`src/rtl/multi_watchdog_pkg.sv`:
```
// Shared constants, types and address decode for the multi-channel windowed watchdog.
package multi_watchdog_pkg;

    localparam int unsigned ADDR_KEY        = 0;
    localparam int unsigned ADDR_KICK       = 1;
    localparam int unsigned ADDR_CH_BASE    = 2;
    // CTRL and RSTLEN sit directly after the per-channel OPEN/TMO pairs.
    localparam int unsigned ADDR_CTRL_OFS   = 2;
    localparam int unsigned ADDR_RSTLEN_OFS = 3;

    localparam logic [1:0] CAUSE_NONE  = 2'b00;
    localparam logic [1:0] CAUSE_EARLY = 2'b01;
    localparam logic [1:0] CAUSE_TMO   = 2'b10;

    localparam int unsigned RSTLEN_DEFAULT = 16;

    typedef enum logic {
        StLocked,
        StUnlocked
    } lock_state_e;

    typedef enum logic [2:0] {
        RegNone,
        RegKey,
        RegKick,
        RegOpen,
        RegTmo,
        RegCtrl,
        RegRstlen
    } reg_sel_e;

    function automatic int unsigned ctrl_addr(input int unsigned nch);
        return ADDR_CTRL_OFS + 2 * nch;
    endfunction

    function automatic int unsigned rstlen_addr(input int unsigned nch);
        return ADDR_RSTLEN_OFS + 2 * nch;
    endfunction

    function automatic reg_sel_e decode_addr(input int unsigned addr, input int unsigned nch);
        reg_sel_e sel;
        sel = RegNone;
        if (addr == ADDR_KEY) begin
            sel = RegKey;
        end else if (addr == ADDR_KICK) begin
            sel = RegKick;
        end else if (addr < ADDR_CH_BASE + 2 * nch) begin
            sel = addr[0] ? RegTmo : RegOpen;
        end else if (addr == ctrl_addr(nch)) begin
            sel = RegCtrl;
        end else if (addr == rstlen_addr(nch)) begin
            sel = RegRstlen;
        end
        return sel;
    endfunction

endpackage

```
`src/rtl/wd_channel.sv`:
```
// One watchdog channel: free-running window counter with early-kick and timeout detection.
module wd_channel
    import multi_watchdog_pkg::*;
#(
    parameter int unsigned CNTW = 16
) (
    input  logic            clk,
    input  logic            rst_n,
    input  logic            en,
    input  logic            arm,
    input  logic            kick,
    input  logic [CNTW-1:0] open,
    input  logic [CNTW-1:0] tmo,
    output logic            fault,
    output logic [1:0]      cause
);

    logic [CNTW-1:0] cnt_q, cnt_d;
    logic            fault_q, fault_d;
    logic [1:0]      cause_q, cause_d;

    always_comb begin
        cnt_d   = cnt_q;
        fault_d = fault_q;
        cause_d = cause_q;
        if (arm) begin
            cnt_d   = '0;
            fault_d = 1'b0;
            cause_d = CAUSE_NONE;
        end else if (!en) begin
            cnt_d = '0;
        end else if (!fault_q) begin
            // A kick on the timeout cycle wins over the timeout.
            if (kick) begin
                if (cnt_q < open) begin
                    fault_d = 1'b1;
                    cause_d = CAUSE_EARLY;
                end else begin
                    cnt_d = '0;
                end
            end else if (cnt_q == tmo) begin
                fault_d = 1'b1;
                cause_d = CAUSE_TMO;
            end else if (cnt_q != '1) begin
                cnt_d = cnt_q + CNTW'(1);
            end
        end
    end

    always_ff @(posedge clk) begin
        if (!rst_n) begin
            cnt_q   <= '0;
            fault_q <= 1'b0;
            cause_q <= CAUSE_NONE;
        end else begin
            cnt_q   <= cnt_d;
            fault_q <= fault_d;
            cause_q <= cause_d;
        end
    end

    assign fault = fault_q;
    assign cause = cause_q;

endmodule

```
`src/rtl/multi_watchdog.sv`:
```
// Multi-channel windowed watchdog: key-protected register file, NCH channels and a
// stretched system reset pulse raised on any new channel fault.
module multi_watchdog
    import multi_watchdog_pkg::*;
#(
    parameter int unsigned     NCH  = 4,
    parameter int unsigned     CNTW = 16,
    parameter int unsigned     DW   = 16,
    parameter logic [DW-1:0]   KEY  = DW'(16'hA5C3),
    parameter int unsigned     AW   = $clog2(4 + 2 * NCH)
) (
    input  logic              CLK,
    input  logic              RST,
    input  logic              WREN,
    input  logic [AW-1:0]     ABUS,
    input  logic [DW-1:0]     DBUS,
    output logic              RSTOUT,
    output logic              WDFAIL,
    output logic [2*NCH-1:0]  FLSTAT,
    output logic              LOCKERR
);

    lock_state_e     state_q, state_d;
    logic [CNTW-1:0] open_q [NCH];
    logic [CNTW-1:0] open_d [NCH];
    logic [CNTW-1:0] tmo_q  [NCH];
    logic [CNTW-1:0] tmo_d  [NCH];
    logic [NCH-1:0]  en_q, en_d;
    logic [DW-1:0]   rstlen_q, rstlen_d;
    logic            lockerr_q, lockerr_d;
    logic [DW-1:0]   pulse_q, pulse_d;
    logic [NCH-1:0]  fault_prev_q;

    logic [NCH-1:0]  arm;
    logic [NCH-1:0]  kick;
    logic [NCH-1:0]  fault;
    logic [1:0]      cause [NCH];
    reg_sel_e        sel;
    int unsigned     ch_idx;
    logic            rise;

    assign sel    = decode_addr(32'(ABUS), NCH);
    assign ch_idx = (32'(ABUS) - ADDR_CH_BASE) >> 1;

    always_comb begin
        state_d   = state_q;
        open_d    = open_q;
        tmo_d     = tmo_q;
        en_d      = en_q;
        rstlen_d  = rstlen_q;
        lockerr_d = lockerr_q;
        arm       = '0;
        kick      = '0;
        if (WREN) begin
            case (sel)
                RegNone: ;
                RegKey:  state_d = (DBUS == KEY) ? StUnlocked : StLocked;
                RegKick: kick = DBUS[NCH-1:0];
                default: begin
                    if (state_q == StLocked) begin
                        lockerr_d = 1'b1;
                    end else begin
                        // Any protected write, accepted or not, uses up the unlock.
                        state_d = StLocked;
                        case (sel)
                            RegOpen: begin
                                for (int unsigned c = 0; c < NCH; c++) begin
                                    if (ch_idx == c) open_d[c] = DBUS[CNTW-1:0];
                                end
                            end
                            RegTmo: begin
                                if (DBUS[CNTW-1:0] == '0) begin
                                    lockerr_d = 1'b1;
                                end else begin
                                    for (int unsigned c = 0; c < NCH; c++) begin
                                        if (ch_idx == c) tmo_d[c] = DBUS[CNTW-1:0];
                                    end
                                end
                            end
                            RegCtrl: begin
                                en_d = DBUS[NCH-1:0];
                                arm  = DBUS[NCH-1:0];
                            end
                            RegRstlen: rstlen_d = DBUS;
                            default: ;
                        endcase
                    end
                end
            endcase
        end
    end

    // The pulse length is latched at load time; faults during a pulse are absorbed.
    assign rise = |(fault & ~fault_prev_q);

    always_comb begin
        pulse_d = pulse_q;
        if (pulse_q != '0) begin
            pulse_d = pulse_q - DW'(1);
        end else if (rise) begin
            pulse_d = (rstlen_q == '0) ? DW'(1) : rstlen_q;
        end
    end

    always_ff @(posedge CLK) begin
        if (!RST) begin
            state_q      <= StLocked;
            open_q       <= '{default: '0};
            tmo_q        <= '{default: '1};
            en_q         <= '0;
            rstlen_q     <= DW'(RSTLEN_DEFAULT);
            lockerr_q    <= 1'b0;
            pulse_q      <= '0;
            fault_prev_q <= '0;
        end else begin
            state_q      <= state_d;
            open_q       <= open_d;
            tmo_q        <= tmo_d;
            en_q         <= en_d;
            rstlen_q     <= rstlen_d;
            lockerr_q    <= lockerr_d;
            pulse_q      <= pulse_d;
            fault_prev_q <= fault;
        end
    end

    for (genvar c = 0; c < NCH; c++) begin : g_ch
        wd_channel #(
            .CNTW (CNTW)
        ) u_ch (
            .clk   (CLK),
            .rst_n (RST),
            .en    (en_q[c]),
            .arm   (arm[c]),
            .kick  (kick[c]),
            .open  (open_q[c]),
            .tmo   (tmo_q[c]),
            .fault (fault[c]),
            .cause (cause[c])
        );
        assign FLSTAT[2*c+1:2*c] = cause[c];
    end

    assign RSTOUT  = (pulse_q != '0);
    assign WDFAIL  = |fault;
    assign LOCKERR = lockerr_q;

endmodule

```
`config.mk`:
```
export PLATFORM = sky130hd
export DESIGN_NAME = multi_watchdog
export DESIGN_NICKNAME = d
export VERILOG_FILES = /design/src/rtl/multi_watchdog_pkg.sv /design/src/rtl/wd_channel.sv /design/src/rtl/multi_watchdog.sv
export SDC_FILE = /design/constraint.sdc
export NUM_CORES = 1
export LEC_CHECK = 0
export ABC_AREA = 1
export CORE_UTILIZATION = 45
export DETAILED_ROUTE_END_ITERATION = 10
export PLACE_DENSITY_LB_ADDON = 0.25
export SYNTH_ARGS = -nofsm -noshare
export SYNTH_HDL_FRONTEND = slang
export SYNTH_HIERARCHICAL = 1
export SYNTH_SLANG_ARGS = --single-unit
export TNS_END_PERCENT = 20
```
`constraint.sdc`:
```
create_clock -name CLK -period 2.2 [get_ports CLK]
set_input_delay 0.22 -clock CLK [delete_from_list [all_inputs] [get_ports CLK]]
set_output_delay 0.22 -clock CLK [all_outputs]
set_load 0.005 [all_outputs]
```
Word level (Yosys, flattened, before mapping)
Cells that the tools add are included.
{ "classes": {"add_sub_neg": 6, "n_lt_le_gt_ge": 5, "n_eq_ne": 35, "n_mux": 64, "bitwise": 14, "reduce_logical": 47} }
{ "op_table": {"columns": ["operator", "count"], "rows": [
  ["16-bit 2-to-1 mux", 19],
  ["16-bit by 1-bit adder with 16-bit output, second input constant", 4],
  ["16-bit == test", 4],
  ["16-bit < comparator", 4],
  ["16-bit != test, second input constant", 4],
  ["31-bit by 2-bit == test with 1-bit output, second input constant", 2],
  ["4-bit AND reduction", 11],
  ["16-bit zero test", 2],
  ["32-bit zero test", 1],
  ["31-bit by 1-bit == test with 1-bit output, second input constant", 1],
  ["2-bit 2-to-1 mux", 12],
  ["4-bit 2-to-1 mux", 6],
  ["6-bit AND reduction", 4],
  ["1-bit 2-to-1 mux", 20],
  ["5-bit AND reduction", 4],
  ["3-bit 2-to-1 mux", 6],
  ["2-bit nonzero test", 9],
  ["16-bit == test, second input constant", 1],
  ["2-bit != test, second input constant", 8],
  ["16-bit nonzero test", 1],
  ["16-bit by 1-bit subtractor with 16-bit output, second input constant", 1],
  ["3-bit OR reduction", 5],
  ["2-bit by 1-bit != test with 1-bit output, second input constant", 6],
  ["1-bit inverter", 12],
  ["15 further kinds", 24]
]} }
{ "totals": {"reg_bits": 246, "input_bits": 23} }

Logic depth before layout (Yosys ltp)
{ "depth": {"word_depth": 12, "mapped_depth": 15} }

By module
The synthesis kept the hierarchy.
{ "by_module_without_submodules": {"columns": ["mod", "instances", "cells_each", "area_each_um2", "seq_area_each_um2"], "rows": [
  ["wd_channel", 4, 314, 1814.2, 380.4],
  ["multi_watchdog", 1, 941, 7048.0, 3403.3]
]} }

Least setup slack after synthesis
Ideal clock, no wire load.
{ "synth_path": {"kind": "input -> register", "start": "input port ABUS[0]", "end": "register g_ch[0].u_ch.cnt_q[6]", "setup_time_ns": 0.113, "t_arrival_ns": 1.878, "required_time_ns": 2.087, "path_slack_ns": 0.209, "stages": 13, "n_path_buf": 2, "cell_sequence": "clkbuf_1 nand4_1 nor3_1 inv_2 a211oi_1 nand2_1 a21oi_1 nand2_2 nand3_4 buf_6 nand2_1 nand2_1 nor2_1"} }
{ "synth_between": {"elab_cells_between_ends": 28} }
{ "synth_rtl": {"columns": ["item", "line_no", "rtl"], "rows": [
  ["start: declaration", "multi_watchdog.sv:15", "input logic [AW-1:0] ABUS,"],
  ["4-bit == test", "multi_watchdog_pkg.sv:51", "end else if (addr == rstlen_addr(nch)) begin"],
  ["3-bit 2-to-1 mux", "multi_watchdog_pkg.sv:51", null],
  ["3-bit 2-to-1 mux", "multi_watchdog_pkg.sv:49", "end else if (addr == ctrl_addr(nch)) begin"],
  ["3-bit 2-to-1 mux", "multi_watchdog_pkg.sv:47", "end else if (addr < ADDR_CH_BASE + 2 * nch) begin"],
  ["3-bit 2-to-1 mux", "multi_watchdog_pkg.sv:45", "end else if (addr == ADDR_KICK) begin"],
  ["3-bit 2-to-1 mux (*)", "multi_watchdog_pkg.sv:43", "if (addr == ADDR_KEY) begin"],
  ["3-bit by 2-bit == test with 1-bit output (*)", "multi_watchdog.sv:55", "case (sel)"],
  ["4-bit 2-to-1 mux (*)", "multi_watchdog.sv:55", null],
  ["4-bit 2-to-1 mux (*)", "multi_watchdog.sv:54", "if (WREN) begin"],
  ["net kick[0]", "multi_watchdog.sv:35", "logic [NCH-1:0] kick;"],
  ["2-bit != test (no line) / 2-bit nonzero test (equally long branches)", null, null],
  ["4-bit AND reduction (no line)", null, null],
  ["end signal: assignment", "wd_channel.sv:56", "cnt_q <= cnt_d;"],
  ["end: declaration", "wd_channel.sv:18", "logic [CNTW-1:0] cnt_q, cnt_d;"]
]} }
The timed path passes the listed nets; every way through them passes the cells marked *.
A chain may end at the register's enable or synchronous reset.

Worst setup path in the final report
{ "layout_path": {"start": "register g_ch[0].u_ch.fault_q", "end": "output port WDFAIL"} }
{ "layout_between": {"elab_chain_len": 1} }
{ "layout_lines": {"columns": ["item", "line_no", "rtl"], "rows": [
  ["start: declaration", "wd_channel.sv:19", "logic fault_q, fault_d;"],
  ["start signal: assignment", "wd_channel.sv:57", "fault_q <= fault_d;"],
  ["4-bit OR reduction", "multi_watchdog.sv:145", "assign WDFAIL = |fault;"],
  ["end: declaration", "multi_watchdog.sv:18", "output logic WDFAIL,"]
]} }
No other way between the ends.

==> run metrics <==
Routed WL=41.9 mm; H-Tree Depth=1; Sw Share=28.0%; part of the total power dissipated in the clock network=42.4%; relative contribution of sequential cells to total power=42.2%; global placement routability congestion=0.960; Final Setup Violations=0; launch instance of the worst register-to-register path=open_q[62]; Bufs on Longest Clock Path=3; number of buffers added by the clock tree synthesis step=27; setup slack on the worst flop-to-flop path=210 ps; GR Util All Layers=25.5%; setup slack after layout=52.8 ps; Achievable Freq=466 MHz; list of most frequent post-synthesis cells=580 x sky130_fd_sc_hd__nand2_1, 386 x sky130_fd_sc_hd__nor2_1, 246 x sky130_fd_sc_hd__dfxtp_1; worst relative slew slack=56.0%; Crit path arrival time=1930 ps; Hold Fails Final Rpt=0; routed wire length per instance=15.4 µm; CTS sink count=246; count of final max-slew check failures=0; required time reported for the critical path endpoint=1980 ps; area of the die=0.0325 mm²; die extent in x=180 µm; y dimension of the die=180 µm; HPWL reported at the end of detailed placement=30.5 mm; number of design-rule violations left by the first detailed-router iteration=1071; total power density per cell area=666 mW/mm²; Critical Path Source=g_ch[0].u_ch/fault; P&R area growth vs syn=15.2%; final core occ=53.3%; proportion of synthesized chip area in sequential cells=34.4%; Max VDD drop=529 µV; Syn Std Cell Area=0.0143 mm²; capture point of the worst path=WDFAIL; transition time of the tightest slew-check pin=660 ps; Floorplan Core Area=0.0309 mm²; result of the run=completed; synthesized instance count=2197; worst hold path class=in -> reg; slowest library cell on the worst path=sky130_fd_sc_hd__or4_1; unrepaired setup endpoints after global routing=true; share of the synthesized area in the top cell type=34.4%; critical-path cell list=or4_1 > clkdlybuf4s50_1; most used flip-flop cell after synthesis=sky130_fd_sc_hd__dfxtp_1; number of global-route vias before repair=12955; global-route wire length before repair=67.2 mm; P_leak=7.42 nW; antenna violations before repair=1; std cell rows=64; count of flip-flops with a built-in enable after synthesis=0; Final nets=2389; max capacitance violation total=0; fraction of power consumed by combinational cells=15.4%; critical path's largest stage delay=540 ps; asr flop ratio synth=0%; Max FO, Critical Path=5; worst reg2reg path endpoint=g_ch[0].u_ch/cnt_q[10]; startpoint types=register; fraction of final layout cells with drive strength greater than 1=10.1%; cell taking the most area after synthesis=sky130_fd_sc_hd__dfxtp_1; number of buffer cells added on primary ports=33; # fillers=3065; Critical Path Sink Type=output pin; Root Driver=sky130_fd_sc_hd__clkbuf_16; clock insertion delay at the later pin of the skew report=540 ps; clock tree from TritonCTS=done; cts hold-fix bufs=0; Int Pwr=7.89 mW; path depth of the worst reg2reg path=9; share of the clock period used by the worst path=97.6%; switching power total=3.08 mW; mean cell area of the mapped netlist=6.51 µm²; Post-DRT Antenna Nets=0; top cells by area, synth=sky130_fd_sc_hd__dfxtp_1 34%, sky130_fd_sc_hd__nand2_1 15%, sky130_fd_sc_hd__nor2_1 10%; GR Overflow Total=0; number of remaining DRC errors=0; detailed-route vias per instance=5.24; net count after synthesis=2285; shortest clock period the worst path allows after layout=2150 ps; kind of critical path=reg -> out; maximum number of pins on one net before global-route repair=70; number of library cell types mapped by synthesis=40; starting utilization of the core area=46.3%; clock transition at the register clock pins on the worst setup and hold paths after CTS=70 ps; Post-Place Setup Slack=-428 ps; number of top-level pins=34; most instantiated library cell after synthesis=sky130_fd_sc_hd__nand2_1; count of TritonRoute iterations in the first routing pass=8; Yosys warning count=6; via count=14241; clock skew after layout=11.9 ps; post-synthesis register bit count=246
[cells in the final DEF, fill, tap and decap left out, types with 32 or more instances in the layout]
cell type and instances:
sky130_fd_sc_hd__nand3_1 82, sky130_fd_sc_hd__nand2_1 580, sky130_fd_sc_hd__buf_4 113, sky130_fd_sc_hd__nand4_1 74, sky130_fd_sc_hd__o21ai_1 49, sky130_fd_sc_hd__nor3_1 37, sky130_fd_sc_hd__o21ai_0 105, sky130_fd_sc_hd__dfxtp_1 245
sky130_fd_sc_hd__a21oi_1 104, sky130_fd_sc_hd__ha_1 64, sky130_fd_sc_hd__nor2_1 383, sky130_fd_sc_hd__o211ai_1 32, sky130_fd_sc_hd__inv_1 235
[worst max-delay path, delay by kind of cell (launching register included)]
kind                   cells  cell delay, ps
buffers and inverters      1             480
flip-flops                 1             380
AND/OR/NAND/NOR            1             540
[through the flow]
| stage | cells | hold slack [ps] | power, mW | setup TNS (ps) | instance area, µm² |
|---|---|---|---|---|---|
| after floorplan | 2197 | 366 | 5.86 | 0 | 14300 |
| after global placement | 2667 | 438 | 6.32 | -17670 | 15500 |
| after detailed placement | 2667 | 444 | 6.34 | -22420 | 15500 |
| after CTS | 2715 | 92.0 | 11.0 | 0 | 16500 |
| after global routing | 2715 | 110 | 11.4 | -31.3 | 16500 |
| final | 2716 | 119 | 11.0 | 0 | 16500 |
[how the worst min path moves through the flow]
| stage | startpoint | slack, ps | cells after the start | endpoint |
|---|---|---|---|---|
| detailed placement | LOCKERR | 440 | 2 | LOCKERR |
| finish | RST | 120 | 2 | tmo_q[4] |
| global route | RST | 110 | 2 | tmo_q[10] |
| floorplan | DBUS[11] | 370 | 2 | open_q[43] |
| global placement | LOCKERR | 440 | 2 | LOCKERR |
| CTS | RST | 90 | 2 | tmo_q[4] |
[repair_timing]
action,4_1_cts,5_1_grt
gates resized for setup,5,5
pin swaps,0,0
setup endpoints to repair,2,17
hold endpoints to repair,0,0
cloned,0,0
buffers inserted,1,0
[power groups by stage]
stage	clock network, mW	logic [mW]	registers (mW)
global route	4.91	1.91	4.64
detailed placement	0	1.62	4.72
global placement	0	1.60	4.72
floorplan	0	1.16	4.70
finish	4.65	1.69	4.63
CTS	4.71	1.65	4.62
[cell families after synthesis]
logic type | after synthesis | share of synthesized area (%)
and+or+nand+nor | 1221 | 36.7
buffers and inverters | 340 | 10.5
AOI/OAI and AO/OA | 302 | 11.3
DFF | 246 | 34.4
adders and majority gates | 65 | 5.69
xor gates and xnor gates | 23 | 1.41
[state kept, by name, indices dropped and copies added, names as in the netlist]
register	count
LOCKERR	1
en_q	4
fault_prev_q	4
g_ch.u_ch/cause	8
g_ch.u_ch/cnt_q	64
g_ch.u_ch/fault	4
open_q	64
pulse_q	16
rstlen_q	16
state_q	1
tmo_q	64
[per-layer routing]
layer	share of wire, %	global-route usage, %
met4	3.2	8.24
met1	45	34.0
met5	0	0
met2	45	42.0
met3	6.9	4.02
[final cells by class]
type	count	area (µm²)	area share [%]
Multi-Input combinational cell	1611	7910	48.0
Sequential cell	246	4930	29.9
Timing Repair Buffer	148	1230	7.45
Inverter	267	1030	6.23
Clock buffer	36	759	4.61
Tap cell	396	495	3.01
Clock inverter	11	135	0.820
Antenna cell	1	2.50	0.0152
Note: power is estimated with default switching activity, not from simulation.
